[config.mk]
export PLATFORM = sky130hd
export DESIGN_NAME = store_sequencer
export DESIGN_NICKNAME = d
export VERILOG_FILES = /design/src/rtl/control_unit_pkg.sv /design/src/rtl/moc_timeout_counter.sv /design/src/rtl/store_sequencer.sv
export SDC_FILE = /design/constraint.sdc
export NUM_CORES = 1
export LEC_CHECK = 0
export BUFFER_PORTS_ARGS = -buffer_cell sky130_fd_sc_hd__buf_2
export CAP_MARGIN = 20
export CORE_ASPECT_RATIO = 0.6
export CORE_MARGIN = 2
export CORE_UTILIZATION = 30
export CTS_BUF_LIST = sky130_fd_sc_hd__clkbuf_4
export DETAILED_ROUTE_END_ITERATION = 12
export GPL_TIMING_DRIVEN = 0
export MAX_ROUTING_LAYER = met4
export PLACE_DENSITY = 0.56
export SETUP_SLACK_MARGIN = 0.5
export SYNTH_ARGS = -nofsm -noshare
export SYNTH_HDL_FRONTEND = slang
export SYNTH_SLANG_ARGS = --single-unit
export TNS_END_PERCENT = 50
[constraint.sdc]
create_clock -name clk -period 5.8 [get_ports clk]
set_input_delay 0.29 -clock clk [delete_from_list [all_inputs] [get_ports clk]]
set_output_delay 0.29 -clock clk [all_outputs]
set_load 0.02 [all_outputs]
[src/rtl/control_unit_pkg.sv]
// control_unit_pkg: state numbers, ALU/select encodings and store-entry classification shared by encoder and sequencer.
package control_unit_pkg;
  localparam logic [9:0] S_RESET = 10'd0, S_FETCH0 = 10'd1, S_FETCH1 = 10'd2, S_FETCH2 = 10'd3;
  localparam logic [9:0] S_DECODE = 10'd4, S_TRAP = 10'd1023;
  localparam logic [9:0] E_IMM_OFS_ADD = 10'd20, E_REG_OFS_ADD = 10'd21, E_IMM_PRE_ADD = 10'd22;
  localparam logic [9:0] E_REG_PRE_ADD = 10'd23, E_IMM_POST_ADD = 10'd24, E_REG_POST_ADD = 10'd27;
  localparam logic [9:0] E_IMM_OFS_SUB = 10'd30, E_REG_OFS_SUB = 10'd31, E_IMM_PRE_SUB = 10'd32;
  localparam logic [9:0] E_REG_PRE_SUB = 10'd33, E_IMM_POST_SUB = 10'd34, E_REG_POST_SUB = 10'd37;
  localparam logic [9:0] OFS_MDR = 10'd100, OFS_MEM = 10'd200, OFS_WB = 10'd300;
  localparam logic [3:0] ALU_NONE = 4'b0000, ALU_ADD = 4'b0100, ALU_SUB = 4'b0010;
  localparam logic A_RN = 1'b0, A_PC = 1'b1;
  localparam logic [1:0] B_IMM = 2'b00, B_RM = 2'b01, B_FOUR = 2'b10;
  localparam logic MAR_ALU = 1'b0, MAR_RN = 1'b1;
  localparam logic DST_RN = 1'b1;
  typedef enum logic [1:0] {K_NONE, K_OFS, K_PRE, K_POST} kind_t;
  function automatic kind_t entry_kind(input logic [9:0] s);
    case (s)
      E_IMM_OFS_ADD, E_REG_OFS_ADD, E_IMM_OFS_SUB, E_REG_OFS_SUB:     return K_OFS;
      E_IMM_PRE_ADD, E_REG_PRE_ADD, E_IMM_PRE_SUB, E_REG_PRE_SUB:     return K_PRE;
      E_IMM_POST_ADD, E_REG_POST_ADD, E_IMM_POST_SUB, E_REG_POST_SUB: return K_POST;
      default:                                                        return K_NONE;
    endcase
  endfunction
endpackage

[src/rtl/moc_timeout_counter.sv]
// moc_timeout_counter: counts consecutive memory-wait cycles and flags when the limit is reached.
module moc_timeout_counter #(
  parameter int MAX = 15,
  parameter int W   = 4
) (
  input  logic clk,
  input  logic reset_n,
  input  logic en,
  input  logic clr,
  output logic expired
);
  logic [W-1:0] cnt_q;
  always_ff @(posedge clk) begin
    if (!reset_n || clr) cnt_q <= '0;
    else if (en) cnt_q <= cnt_q + W'(1);
  end
  assign expired = cnt_q == W'(MAX);
endmodule

[src/rtl/store_sequencer.sv]
// store_sequencer: Moore control FSM for fetch, decode and byte-store sequences, with moc timeout trap.
module store_sequencer
  import control_unit_pkg::*;
#(
  parameter int MOC_TIMEOUT = 15,
  parameter int CNT_W       = 4
) (
  input  logic       clk,
  input  logic       reset_n,
  input  logic [9:0] encoded_state,
  input  logic       cond_pass,
  input  logic       moc,
  output logic [9:0] state,
  output logic       pc_ld,
  output logic       ir_ld,
  output logic       mar_ld,
  output logic       mdr_ld,
  output logic       rf_ld,
  output logic       tmp_ld,
  output logic       mem_en,
  output logic       mem_rw,
  output logic       mem_byte,
  output logic [3:0] alu_op,
  output logic       alu_a_sel,
  output logic [1:0] alu_b_sel,
  output logic       mar_sel,
  output logic       rf_dst_sel,
  output logic       bus_err
);
  logic [9:0] state_q, state_d;
  kind_t k_ent, k_mdr, k_mem, k_wb;
  logic wb_st, wait_st, cnt_en, expired;
  // Each store phase is its entry code plus a fixed offset, so classify by subtracting back.
  assign k_ent   = entry_kind(state_q);
  assign k_mdr   = entry_kind(state_q - OFS_MDR);
  assign k_mem   = entry_kind(state_q - OFS_MEM);
  assign k_wb    = entry_kind(state_q - OFS_WB);
  assign wb_st   = k_wb == K_PRE || k_wb == K_POST;
  assign wait_st = state_q == S_FETCH2 || k_mem != K_NONE;
  assign cnt_en  = wait_st && !moc;
  moc_timeout_counter #(.MAX(MOC_TIMEOUT), .W(CNT_W)) u_timeout (
    .clk(clk), .reset_n(reset_n), .en(cnt_en), .clr(!cnt_en), .expired(expired)
  );
  always_comb begin
    state_d = state_q == S_RESET  ? S_FETCH0 :
              state_q == S_FETCH0 ? S_FETCH1 :
              state_q == S_FETCH1 ? S_FETCH2 :
              state_q == S_DECODE ? (cond_pass && entry_kind(encoded_state) != K_NONE ? encoded_state : S_FETCH0) :
              state_q == S_TRAP   ? S_TRAP :
              k_ent != K_NONE || k_mdr != K_NONE ? state_q + OFS_MDR :
              wait_st ? (moc ? (state_q == S_FETCH2 ? S_DECODE : k_mem == K_OFS ? S_FETCH0 : state_q + OFS_MDR)
                             : (expired ? S_TRAP : state_q)) :
              wb_st ? S_FETCH0 : S_RESET;
  end
  always_ff @(posedge clk) begin
    if (!reset_n) state_q <= S_RESET;
    else state_q <= state_d;
  end
  assign state      = state_q;
  assign pc_ld      = state_q == S_FETCH1;
  assign ir_ld      = state_q == S_FETCH2 && moc;
  assign mar_ld     = state_q == S_FETCH0 || k_ent != K_NONE;
  assign mdr_ld     = k_mdr != K_NONE;
  assign rf_ld      = wb_st;
  assign rf_dst_sel = wb_st ? DST_RN : 1'b0;
  assign tmp_ld     = k_ent == K_PRE || k_ent == K_POST;
  assign mem_en     = state_q == S_FETCH1 || state_q == S_FETCH2 || k_mem != K_NONE;
  assign mem_rw     = state_q == S_FETCH1 || state_q == S_FETCH2;
  assign mem_byte   = k_mem != K_NONE;
  assign alu_op     = state_q == S_FETCH1 ? ALU_ADD :
                      k_ent != K_NONE ? (state_q >= E_IMM_OFS_SUB ? ALU_SUB : ALU_ADD) : ALU_NONE;
  // Fetch reads the PC into MAR with both selects raised; entry states always use Rn.
  assign alu_a_sel  = state_q == S_FETCH0 || state_q == S_FETCH1 ? A_PC : A_RN;
  assign alu_b_sel  = state_q == S_FETCH1 ? B_FOUR :
                      k_ent != K_NONE ? (state_q[0] ? B_RM : B_IMM) : 2'b00;
  assign mar_sel    = state_q == S_FETCH0 || k_ent == K_POST ? MAR_RN : MAR_ALU;
  assign bus_err    = state_q == S_TRAP;
endmodule

==> impl_metrics.toml <==
[status]
status = "finished, final reports clean"

[route]
ant_nets = 0
avgViaCountPerCell = 5.69
drtIter0Drc = 275
drt_pre_antenna_iters = 5
drc = 0
wl_um = 6670
wire_per_inst_um = 17.2
dr_total_vias = 2214

[clock_network]
htree_levels = 1
postCtsSetupBuffers = 0
clock_path_buffers = 2
root_buffer = "clkbuf_4"
clkSlewWorstSetupHoldPaths_ns = 0.09
cts_made_buffers = 3
cts_tree = "done"
hold_buffers = 0
cts_resized = 0
clock-sinks = 14
worstSkewPairLatency_ns = 0.29

[timing]
max_freq_mhz = 288
period_share_pct = 59.8
final.setup.tns_ns = 0
fin_skew_ns = 0.00700
tightest_slew_ns = 0.686
grt_setup_unrepaired = "false"
setup_viol = 0
fin_crit_ns = 3.47
drv_slew = 0
hold_violations = 0
relSlewSlack_pct = 53.8

[worst_hold_path]
hp-class = "in2reg"
holdPathStages = 3
min_from = "reset_n"
min_to = "state[1]"

[floorplanning]
die_area_sq_mm = 0.00693
start_util_pct = 30.9
ios = 43
core-area_sq_mm = 0.00608
fp-row-count = 22
die_w_um = 106
die_h_um = 65.3

[placed_design]
place.detailed.hpwl_um = 5230
port_buffers = 40
gp_congestion = 0.954

[global_routing]
grt_max_degree = 12
grt_overflow = 0
grt_pass1_vias = 1923
grt_pass1_wl_um = 10500
antenna_found_initial = 0
grt.total_usage_pct = 19.9

[logic_synthesis]
synthArstFlopShare_pct = 0
yosysUniqueCellTypes = 69
synth_warnings = 0
synth-seq-cells = 14
syn_area_sq_mm = 0.00188
synth_edf_count = 0
synth_area_per_cell_sq_um = 7.26
syn_inst = 259
ys_seq_area_share_pct = 14.9
synth_flop_cell = "dfxtp_1"

[setup_path]
worst-setup-path-type = "reg2out"
reg2reg_slack_ns = 2.39
cp-start-kind = "flip-flop"
critical_path.max_fanout = 11
regToRegEndpoint = "state[4]"
critPathRequiredTime_ns = 5.51
worstPathArrival_ns = 3.18
reg2reg_depth = 9
end_kind = "output port"
rr_startpoint = "state[3]"

[pwr]
max-vdd-ir-drop_v = 0.0000473
leakagePower_nw = 0.964
powerDensity_mw_per_mm2 = 93.2

[run]
max-cap-violations = 0

[final_layout]
final_util_pct = 36.4
syn_to_final_growth_pct = 18.0
drive_above_1_share_pct = 21.7
num-nets-final = 328
==> cells in the final DEF, fill, tap and decap left out, types with 3 or more instances in the layout <==
cell type,instances
a21oi_1,15
buf_2,47
and2_1,4
o22ai_1,4
nor4_1,4
ha_1,9
inv_1,12
a311oi_1,3
nor2_1,22
nor3_1,6
nand2_1,22
clkbuf_1,4
a31oi_1,4
clkbuf_4,3
and3_1,7
xnor2_1,5
o211ai_1,3
buf_4,5
nand3_1,8
o21ai_0,12
a21o_1,7
nand2b_1,6
a211oi_1,6
nand4_1,4
nor2b_1,6
dfxtp_1,14
and4_1,3
xor2_1,3
==> routing by layer <==
metal  up-vias  global-route usage, %  share of wire (%)
li1       1067                      -                  -
met1      1010                   32.5                 54
met2       137                   23.6                 35
met3         0                   5.46                 11
met4         0                   1.32                  0
met5         -                      -                  0
==> synth_stat cells, types with 3 or more instances <==
cell type | count | share of area (%)
o22ai_1 | 4 | 1.3
a211oi_1 | 6 | 2.4
and2_1 | 4 | 1.3
ha_1 | 9 | 6.0
a31oi_1 | 4 | 1.3
o211ai_1 | 3 | 1.2
nand3_1 | 8 | 2.1
a311oi_1 | 3 | 1.4
and4_1 | 3 | 1.4
nor4_1 | 4 | 1.3
buf_2 | 7 | 1.9
dfxtp_1 | 14 | 15
xor2_1 | 3 | 1.4
nand4_1 | 4 | 1.3
nor2b_1 | 6 | 2.0
nand2_1 | 22 | 4.4
clkbuf_1 | 4 | 0.80
a21oi_1 | 15 | 4.0
nand2b_1 | 6 | 2.0
buf_4 | 5 | 2.0
nor2_1 | 22 | 4.4
inv_1 | 12 | 2.4
o21ai_0 | 12 | 3.2
and3_1 | 7 | 2.3
xnor2_1 | 5 | 2.3
nor3_1 | 6 | 1.6
a21o_1 | 7 | 2.8
==> through the flow <==
step / power (W) / cell area [sq um] / instances / worst slack [ns] / hold WS [ns]
final: 0.000207 / 2220 / 389 / 2.33 / 0.318
after global routing: 0.000220 / 2210 / 388 / 2.07 / 0.320
after CTS: 0.000208 / 2210 / 388 / 2.34 / 0.309
after detailed placement: 0.000149 / 2190 / 384 / 2.49 / 0.449
after global placement: 0.000149 / 2190 / 384 / 2.44 / 0.441
after floorplan: 0.000131 / 1880 / 260 / 2.78 / 0.418
==> critical path: stages, from the launching register on <==
cell and delay [ns]:
dfxtp_1 0.58, ha_1 0.24, buf_6 0.12, clkbuf_1 0.41
or3b_2 0.49, o211ai_1 0.19, nand3_1 0.12, a21oi_1 0.18
o311a_1 0.29, buf_4 0.13, buf_2 0.15
==> logic make-up after synthesis <==
kind of cell | synth area share [%]
XOR/XNOR | 3.73
multiplexers | 1.07
buffers and inverters | 8.65
AO/OA/AOI/OAI | 34.2
flip-flops | 14.9
adder cells (fa/ha/maj) | 5.99
other | 0.200
AND/OR/NAND/NOR | 31.2
==> report_power, final <==
group / leakage, nW / total (W) / switching [W] / internal [W]
logic: 0.835 / 0.0000498 / 0.0000315 / 0.0000183
clock network: 0.0154 / 0.0000586 / 0.0000336 / 0.0000250
registers: 0.113 / 0.0000982 / 0.00000113 / 0.0000971
total: 0.964 / 0.000207 / 0.0000662 / 0.000140
==> flip-flops by register name, indices dropped and copies added, names as in the netlist <==
| register | count |
|---|---|
| state | 10 |
| u_timeout.cnt_q | 4 |
==> layout make-up <==
cell class / instances / area, sq um
tap: 84 / 105
sequential: 14 / 280
multi-input combinational: 214 / 1440
timing repair buffer: 40 / 200
buffer: 19 / 114
clock buffer: 3 / 22.5
fill: 656 / 3870
inverter: 13 / 48.8
antenna: 1 / 2.50
clock inverter: 1 / 3.75
==> worst max path at each step <==
stage,to,from
after floorplan,state[2],state[3]
after global placement,state[4],state[3]
after detailed placement,state[4],state[3]
after CTS,rf_ld,state[3]
after global routing,rf_ld,state[3]
final,rf_ld,state[3]
Note: power is estimated with default switching activity, not from simulation.
